--- config.mk ---
export PLATFORM = sky130hd
export DESIGN_NAME = ram_nibble_array
export DESIGN_NICKNAME = d
export VERILOG_FILES = /design/src/rtl/ram_pkg.sv /design/src/rtl/ram_nibble_word.sv /design/src/rtl/ram_nibble_array.sv
export SDC_FILE = /design/constraint.sdc
export NUM_CORES = 1
export LEC_CHECK = 0
export BUFFER_PORTS_ARGS = -buffer_cell sky130_fd_sc_hd__buf_2
export CAP_MARGIN = 40
export CORE_MARGIN = 1.5
export CORE_UTILIZATION = 50
export CTS_BUF_LIST = sky130_fd_sc_hd__clkbuf_4
export CTS_CLUSTER_SIZE = 40
export DETAILED_ROUTE_END_ITERATION = 6
export PLACE_DENSITY_LB_ADDON = 0.3
export SLEW_MARGIN = 20
export SYNTH_ARGS = -nofsm -noshare
export SYNTH_HDL_FRONTEND = slang
export SYNTH_HIERARCHICAL = 1
export SYNTH_SLANG_ARGS = --single-unit
export TNS_END_PERCENT = 1
--- constraint.sdc ---
create_clock -name clk -period 1.9 [get_ports clk]
set_clock_uncertainty 0.15 [all_clocks]
set_input_delay 0.19 -clock clk [delete_from_list [all_inputs] [get_ports clk]]
set_output_delay 0.19 -clock clk [all_outputs]
set_load 0.05 [all_outputs]
--- src/rtl/ram_pkg.sv ---
// rtl/ram_pkg.sv - shared types and constants for the nibble-lane RAM
// Purpose: FSM state encoding, lane width and address-width helper used by
//          ram_nibble_array and ram_nibble_word.
// Ports:   none (package).
package ram_pkg;

  localparam int NIB_W = 4;

  typedef enum logic [0:0] {
    ST_IDLE  = 1'b0,
    ST_SWEEP = 1'b1
  } state_t;

  // Address width for a given depth, never below one bit.
  function automatic int addr_bits(input int depth);
    return (depth <= 2) ? 1 : $clog2(depth);
  endfunction

endpackage

--- src/rtl/ram_nibble_word.sv ---
// rtl/ram_nibble_word.sv - one RAM word made of independently writable 4-bit lanes
// Purpose: holds a WIDTH-bit word; on load, each enabled lane takes either the
//          write data or the INIT_VAL pattern.
// Ports:   clk      - rising-edge clock
//          clr      - asynchronous active-high clear (word -> 0)
//          load     - write this word at the edge
//          lane_en  - per-lane enable, bit i covers bits [4i+3:4i]
//          sel_init - 1: load INIT_VAL, 0: load data_in
//          data_in  - write data
//          q        - stored word
module ram_nibble_word
  import ram_pkg::*;
#(
  parameter int               WIDTH    = 8,
  parameter logic [WIDTH-1:0] INIT_VAL = '0,
  localparam int              LANES    = WIDTH / NIB_W
) (
  input  logic             clk,
  input  logic             clr,
  input  logic             load,
  input  logic [LANES-1:0] lane_en,
  input  logic             sel_init,
  input  logic [WIDTH-1:0] data_in,
  output logic [WIDTH-1:0] q
);

  logic [WIDTH-1:0] load_val;

  assign load_val = sel_init ? INIT_VAL : data_in;

  always_ff @(posedge clk or posedge clr) begin
    if (clr) begin
      q <= '0;
    end else if (load) begin
      for (int i = 0; i < LANES; i++) begin
        if (lane_en[i]) begin
          q[i*NIB_W +: NIB_W] <= load_val[i*NIB_W +: NIB_W];
        end
      end
    end
  end

endmodule

--- src/rtl/ram_nibble_array.sv ---
// rtl/ram_nibble_array.sv - DEPTH x WIDTH single-port RAM with nibble enables and INIT sweep
// Purpose: general-purpose data memory; req/ready access, registered read with
//          rvalid strobe, out-of-range err pulse, and a DEPTH-cycle INIT fill.
// Ports:   clk      - rising-edge clock
//          clr      - asynchronous active-high reset of storage and state
//          req      - access request, taken when ready=1
//          rw       - 1 write, 0 read
//          addr     - word address
//          nib_en   - per-nibble write enable (ignored on reads)
//          data_in  - write data
//          init     - start INIT sweep (sampled in IDLE)
//          ready    - access can be accepted this cycle
//          data_out - registered read data, held until the next read
//          rvalid   - one-cycle pulse when data_out was updated
//          err      - one-cycle pulse after an accepted access with addr >= DEPTH
//          busy     - INIT sweep in progress
module ram_nibble_array
  import ram_pkg::*;
#(
  parameter int               WIDTH    = 8,
  parameter int               DEPTH    = 2,
  parameter logic [WIDTH-1:0] INIT_VAL = '0,
  localparam int              ADDR_W   = addr_bits(DEPTH),
  localparam int              LANES    = WIDTH / NIB_W
) (
  input  logic              clk,
  input  logic              clr,
  input  logic              req,
  input  logic              rw,
  input  logic [ADDR_W-1:0] addr,
  input  logic [LANES-1:0]  nib_en,
  input  logic [WIDTH-1:0]  data_in,
  input  logic              init,
  output logic              ready,
  output logic [WIDTH-1:0]  data_out,
  output logic              rvalid,
  output logic              err,
  output logic              busy
);

  state_t            state, state_nxt;
  logic [ADDR_W-1:0] ptr, ptr_nxt;
  logic              sweeping;
  logic              accept;
  logic              in_range;
  logic              wr_acc;
  logic              rd_acc;
  logic [WIDTH-1:0]  words [DEPTH];
  logic [WIDTH-1:0]  rd_word;

  assign sweeping = (state == ST_SWEEP);
  assign ready    = !sweeping && !init;
  assign busy     = sweeping;
  assign accept   = req && ready;
  assign in_range = int'(addr) < DEPTH;
  assign wr_acc   = accept && rw && in_range;
  assign rd_acc   = accept && !rw;

  // FSM: state and sweep pointer registers
  always_ff @(posedge clk or posedge clr) begin
    if (clr) begin
      state <= ST_IDLE;
      ptr   <= '0;
    end else begin
      state <= state_nxt;
      ptr   <= ptr_nxt;
    end
  end

  // Sweep occupies exactly DEPTH cycles: words 0..DEPTH-1, one per cycle.
  always_comb begin
    state_nxt = state;
    ptr_nxt   = ptr;
    case (state)
      ST_IDLE: begin
        if (init) begin
          state_nxt = ST_SWEEP;
          ptr_nxt   = '0;
        end
      end
      ST_SWEEP: begin
        if (ptr == ADDR_W'(DEPTH - 1)) begin
          state_nxt = ST_IDLE;
        end else begin
          ptr_nxt = ptr + ADDR_W'(1);
        end
      end
      default: begin
        state_nxt = ST_IDLE;
      end
    endcase
  end

  // Storage: the sweep owns the write port while active, so accepted writes
  // and sweep writes never collide.
  for (genvar g = 0; g < DEPTH; g++) begin : g_word
    logic             load;
    logic [LANES-1:0] lane_en;

    assign load    = sweeping ? (ptr == ADDR_W'(g)) : (wr_acc && (addr == ADDR_W'(g)));
    assign lane_en = sweeping ? '1 : nib_en;

    ram_nibble_word #(
      .WIDTH    (WIDTH),
      .INIT_VAL (INIT_VAL)
    ) u_word (
      .clk      (clk),
      .clr      (clr),
      .load     (load),
      .lane_en  (lane_en),
      .sel_init (sweeping),
      .data_in  (data_in),
      .q        (words[g])
    );
  end

  // Read mux: an address past DEPTH matches no word and reads as zero.
  always_comb begin
    rd_word = '0;
    for (int i = 0; i < DEPTH; i++) begin
      if (addr == ADDR_W'(i)) begin
        rd_word = words[i];
      end
    end
  end

  always_ff @(posedge clk or posedge clr) begin
    if (clr) begin
      data_out <= '0;
      rvalid   <= 1'b0;
      err      <= 1'b0;
    end else begin
      rvalid <= rd_acc;
      err    <= accept && !in_range;
      if (rd_acc) begin
        data_out <= rd_word;
      end
    end
  end

endmodule

# --- Yosys cells after proc, flatten, opt, wreduce, memory -nomap -nowiden ---
# Cells that the tools add are included.
word_totals:
  ff_bits: 27
  input_bits: 16
  elab_cells: 37
classes:
  n_addsub: 1
  mux: 11
  n_eq_ne: 1
  bitwise: 3
  reduce_logical: 13
ops:
  columns: ["op", "n"]
  rows:
  - ["8-bit two-way mux", 2]
  - ["2-bit AND reduction", 4]
  - ["1-bit logical AND", 6]
  - ["1-bit two-way mux", 6]
  - ["1-bit case mux with 2 select lines", 2]
  - ["1-bit logical NOT", 3]
  - ["1-bit NOT", 3]
  - ["2-bit two-way mux", 1]
  - ["2-bit != test, second input constant", 1]
  - ["1-bit adder, second input constant", 1]

# --- Logic depth before layout (Yosys ltp) ---
logic_depth:
  ltp_word: 7
  mapped_depth: 5
  depth_no_buf: 4

# --- Hierarchy ---
# The synthesis kept the hierarchy.
modules_own_cells:
  columns: ["module", "cells_each", "area_each_um2", "seq_area_each_um2", "n_inst"]
  rows:
  - ["ram_nibble_word", 27, 351.6, 200.2, 2]
  - ["ram_nibble_array", 45, 579.3, 275.3, 1]

# --- Worst setup path before layout ---
# Ideal clock, no wire load.
synth_timing:
  kind: "register -> register"
  from: "register state (netlist: busy)"
  to: "register g_word[0].u_word.q[4]"
  slack_ns: -0.224
  path_buffers: 1
  required_time_ns: 1.625
  arrival_ns: 1.849
  path_stages_with_launch: 6
  cell_sequence: "dfrtp_1 -> buf_6 -> or2b_1 -> o41ai_1 -> nand2_1 -> mux2_2"
synth_between:
  elab_chain_len: 7
synth_rtl:
  columns: ["element", "line", "rtl"]
  rows:
  - ["start: declaration", "ram_nibble_array.sv:41", "state_t state, state_nxt;"]
  - ["start signal: assignment", "ram_nibble_array.sv:65", "state <= state_nxt;"]
  - ["1-bit logical NOT", "ram_nibble_array.sv:52", "assign ready = !sweeping && !init;"]
  - ["1-bit logical AND", "ram_nibble_array.sv:52", null]
  - ["1-bit logical AND", "ram_nibble_array.sv:54", "assign accept = req && ready;"]
  - ["1-bit logical AND", "ram_nibble_array.sv:56", "assign wr_acc = accept && rw && in_range;"]
  - ["1-bit logical AND", "ram_nibble_array.sv:100", "assign load = sweeping ? (ptr == ADDR_W'(g)) : (wr_acc && (addr == ADDR_W'(g)));"]
  - ["1-bit two-way mux *", "ram_nibble_array.sv:100", null]
  - ["via g_word[0].load", "ram_nibble_array.sv:97", "logic load;"]
  - ["2-bit AND reduction (no source line) *", null, null]
  - ["end signal: indexed assignment", "ram_nibble_word.sv:37", "q[i*NIB_W +: NIB_W] <= load_val[i*NIB_W +: NIB_W];"]
  - ["end: declaration", "ram_nibble_word.sv:24", "output logic [WIDTH-1:0] q"]
# The timed path passes the listed nets; every way through them passes the cells marked *.
# A chain may end at the register's enable or synchronous reset.

# --- Worst setup path after layout ---
layout_timing:
  from: "register state (netlist: busy)"
  to: "register g_word[1].u_word.q[7]"
layout_between:
  elab_chain_len: 7
layout_rtl:
  columns: ["element", "line"]
  rows:
  - ["1-bit logical NOT", "ram_nibble_array.sv:52"]
  - ["1-bit logical AND", "ram_nibble_array.sv:52"]
  - ["1-bit logical AND", "ram_nibble_array.sv:54"]
  - ["1-bit logical AND", "ram_nibble_array.sv:56"]
  - ["1-bit logical AND", "ram_nibble_array.sv:100"]
  - ["1-bit two-way mux *", "ram_nibble_array.sv:100"]
  - ["via g_word[1].load", "ram_nibble_array.sv:97"]
  - ["2-bit AND reduction (no source line) *", null]
  - ["end signal: indexed assignment", "ram_nibble_word.sv:37"]
  - ["end: declaration", "ram_nibble_word.sv:24"]
# Marked as above.

==> key figures <==
Status
  • Status: completed

Cells and area
  • Post-route cell area: 1504 um^2
  • Final nets: 149
  • Share of layout cells above drive strength 1: 54.55%
  • N_diodes: 0
  • Final Core Density: 61.26%
  • Synth-to-Final Area Change: 17.27%

Synth
  • Post-synthesis cell type count: 16
  • Post-synth top area share: 52.68%
  • Post-Syn Nets: 115
  • Synth area leader: dfrtp_1
  • Post-synth EDFFs: 0
  • Most instantiated library cell after synthesis: mux2_2
  • Post-Syn Instances: 99
  • Syn_area_per_cell: 12.95 um^2
  • Top cell types by occurrence after synthesis: mux2_2, dfrtp_1, nor2b_1
  • Top cells by area, synth: dfrtp_1, mux2_2, nor2b_1
  • Main synth FF type: dfrtp_1
  • YS warnings: 6
  • Yosys reg bits: 27
  • Synthesized area: 1282 um^2
  • Seq/Total Area, Yosys: 52.68%
  • Fraction of registers with async set/reset: 100.0%

CTS
  • Clock root buffer: clkbuf_4
  • CTS tree: built
  • CTS clk-pin slew, worst paths: 0.15 ns
  • TritonCTS sink count: 27
  • Clock Tree Buf Depth: 2
  • Worst-Skew Late Latency: 0.32 ns
  • Hold-fix buffers, CTS: 1
  • Setup bufs post-CTS: 0
  • CTS Buf Count: 3
  • Post-cts sizing count: 0
  • H-tree depth: 1

Critical path
  • Cell breakdown of the critical path: o41ai_1 -> nand2_1 -> mux2_2
  • FF-to-FF path depth: 3
  • Critical-path top delay cell: dfrtp_2
  • Worst path max stage delay: 0.51 ns
  • WP data required: 1.96 ns
  • CP top delay family: flip-flops
  • Worst Path Buf+Inv: 0
  • Worst R2R Start: busy$_DFF_PP0_
  • Max FO, Critical Path: 10
  • Critical path depth: 3
  • Start point of the critical path: busy$_DFF_PP0_
  • Worst r2r dst: g_word[1].u_word/q[7]$_DFFE_PP0P_
  • CP endpoint: g_word[1].u_word/q[7]$_DFFE_PP0P_
  • CP Class: flip-flop to flip-flop
  • Worst setup EP type: flip-flop
  • CP Data Arrival Time: 1.85 ns
  • Nature of the critical path startpoint: flip-flop
  • Setup slack, reg-to-reg: 0.11 ns

Place
  • Post-DP Area: 1466 um^2
  • Detailed placement HPWL: 1898 um
  • Final GP Congestion: 0.7546
  • PortBufs: 26
  • Place WS: 0.1465 ns

Global routing
  • GRT Residual Overflow: 0
  • Vias in the first global route: 815
  • Initial antenna violation count: 0
  • Largest net degree at the start of global routing: 16
  • GRT Total Usage: 19.86%
  • First-pass GRT wire length: 3884 um

Detailed routing
  • Drt pass-1 iters: 4
  • Vias: 830
  • DRT iter0 DRCs: 19
  • Drt total wl: 2481 um
  • # DRC: 0
  • WL/cell: 15.31 um
  • Final ANT Viol Nets: 0
  • Vias per inst: 5.123

Floorplanning
  • # rows: 18
  • Die Area: 2878 um^2
  • Core area: 2455 um^2
  • Io pins: 28
  • Die Y: 53.65 um
  • Die W: 53.65 um
  • Initial core utilization: 52.24%

STA
  • Setup violators final: 0
  • Final Cycle Share: 94.02%
  • Final Max Tran Viols: 0
  • TNS Setup: 0 ns
  • RSZ-0062 raised after global routing: false
  • WHS: 0.04326 ns
  • Final Hold Viols: 0
  • Final Critical Period: 1.786 ns
  • Max Fclk: 0.5598 GHz
  • Final Worst Setup Slack: 0.1137 ns

Job
  • Max Cap Violations: 0

Min path
  • Hold Crit Depth: 3
  • HP Class: input pin to flip-flop

Power and ir drop
  • PD cells: 1551 nW/um^2
  • Peak supply drop: 0.9739 mV
  • Leak: 0.7572 nW
## sequential cells by signal, summed over array words and instances (netlist names)
register / cells
data_out: 8
g_word.u_word/q: 16
ptr: 1
rvalid: 1
busy: 1
## worst reg2reg max path: cells and delay by family, from the launching register on
family / cells / cell delay (ns)
compound gates: 1 / 0.43
simple gates: 1 / 0.26
mux: 1 / 0.33
flops: 1 / 0.51
## report_power, final
| part | switching, mW | leakage [nW] | internal, mW |
|---|---|---|---|
| logic | 0.658 | 0.397 | 0.471 |
| clock network | 0.165 | 0.0177 | 0.0787 |
| registers | 0.141 | 0.342 | 0.817 |
## cells by family after synthesis
logic type,Yosys count,share of synthesized area (%)
other cells,1,0.2924
buf+inv,8,3.220
compound gates,4,2.439
simple gates,27,13.27
mux,32,28.10
flops,27,52.68
## how the worst min path moves through the flow
stage	from	end	slack, ns
global route	init	busy$_DFF_PP0_	0.05
finish	init	busy$_DFF_PP0_	0.04
global placement	clr	g_word[0].u_word/q[0]$_DFFE_PP0P_	0.008
detailed placement	clr	g_word[0].u_word/q[0]$_DFFE_PP0P_	0.02
CTS	init	busy$_DFF_PP0_	0.03
floorplan	clr	g_word[0].u_word/q[0]$_DFFE_PP0P_	-0.14
## through the flow
step / cells / total power, mW
2_1_floorplan: 99 / 1.833
3_3_place_gp: 157 / 2.058
3_5_place_dp: 157 / 2.109
4_1_cts: 162 / 2.348
5_1_grt: 162 / 2.474
6_report: 162 / 2.332
## cell usage in the layout (no fill, tap or decap)
master	n
nor4b_4	1
buf_4	5
or2b_1	1
inv_1	5
clkinv_2	1
clkbuf_4	3
a21o_2	1
conb_1	1
dfrtp_1	26
nand2_1	6
mux2_2	32
nor2_1	1
dfrtp_2	1
dlygate4sd3_1	1
o21ai_0	1
buf_2	26
or2_2	2
o41ai_1	2
nor2b_1	16
## metal layers
metal | share of wire [%] | up-vias | global-route usage (%)
li1 | - | 400 | -
met1 | 44 | 411 | 24.73
met2 | 52 | 17 | 34.98
met3 | 3.4 | 2 | 2.500
met4 | 0.77 | 0 | 7.692
met5 | 0 | - | 0
## area by class of cell
cell class,instances,area [um^2]
clock inverters,1,5.005
fillers,210,950.9
well taps,30,37.54
clock buffers,3,22.52
multi-input cells,64,565.5
inverters,5,18.77
repair buffers,32,177.7
flip-flops and latches,27,676.9
Power figures use the tool's default switching activity.
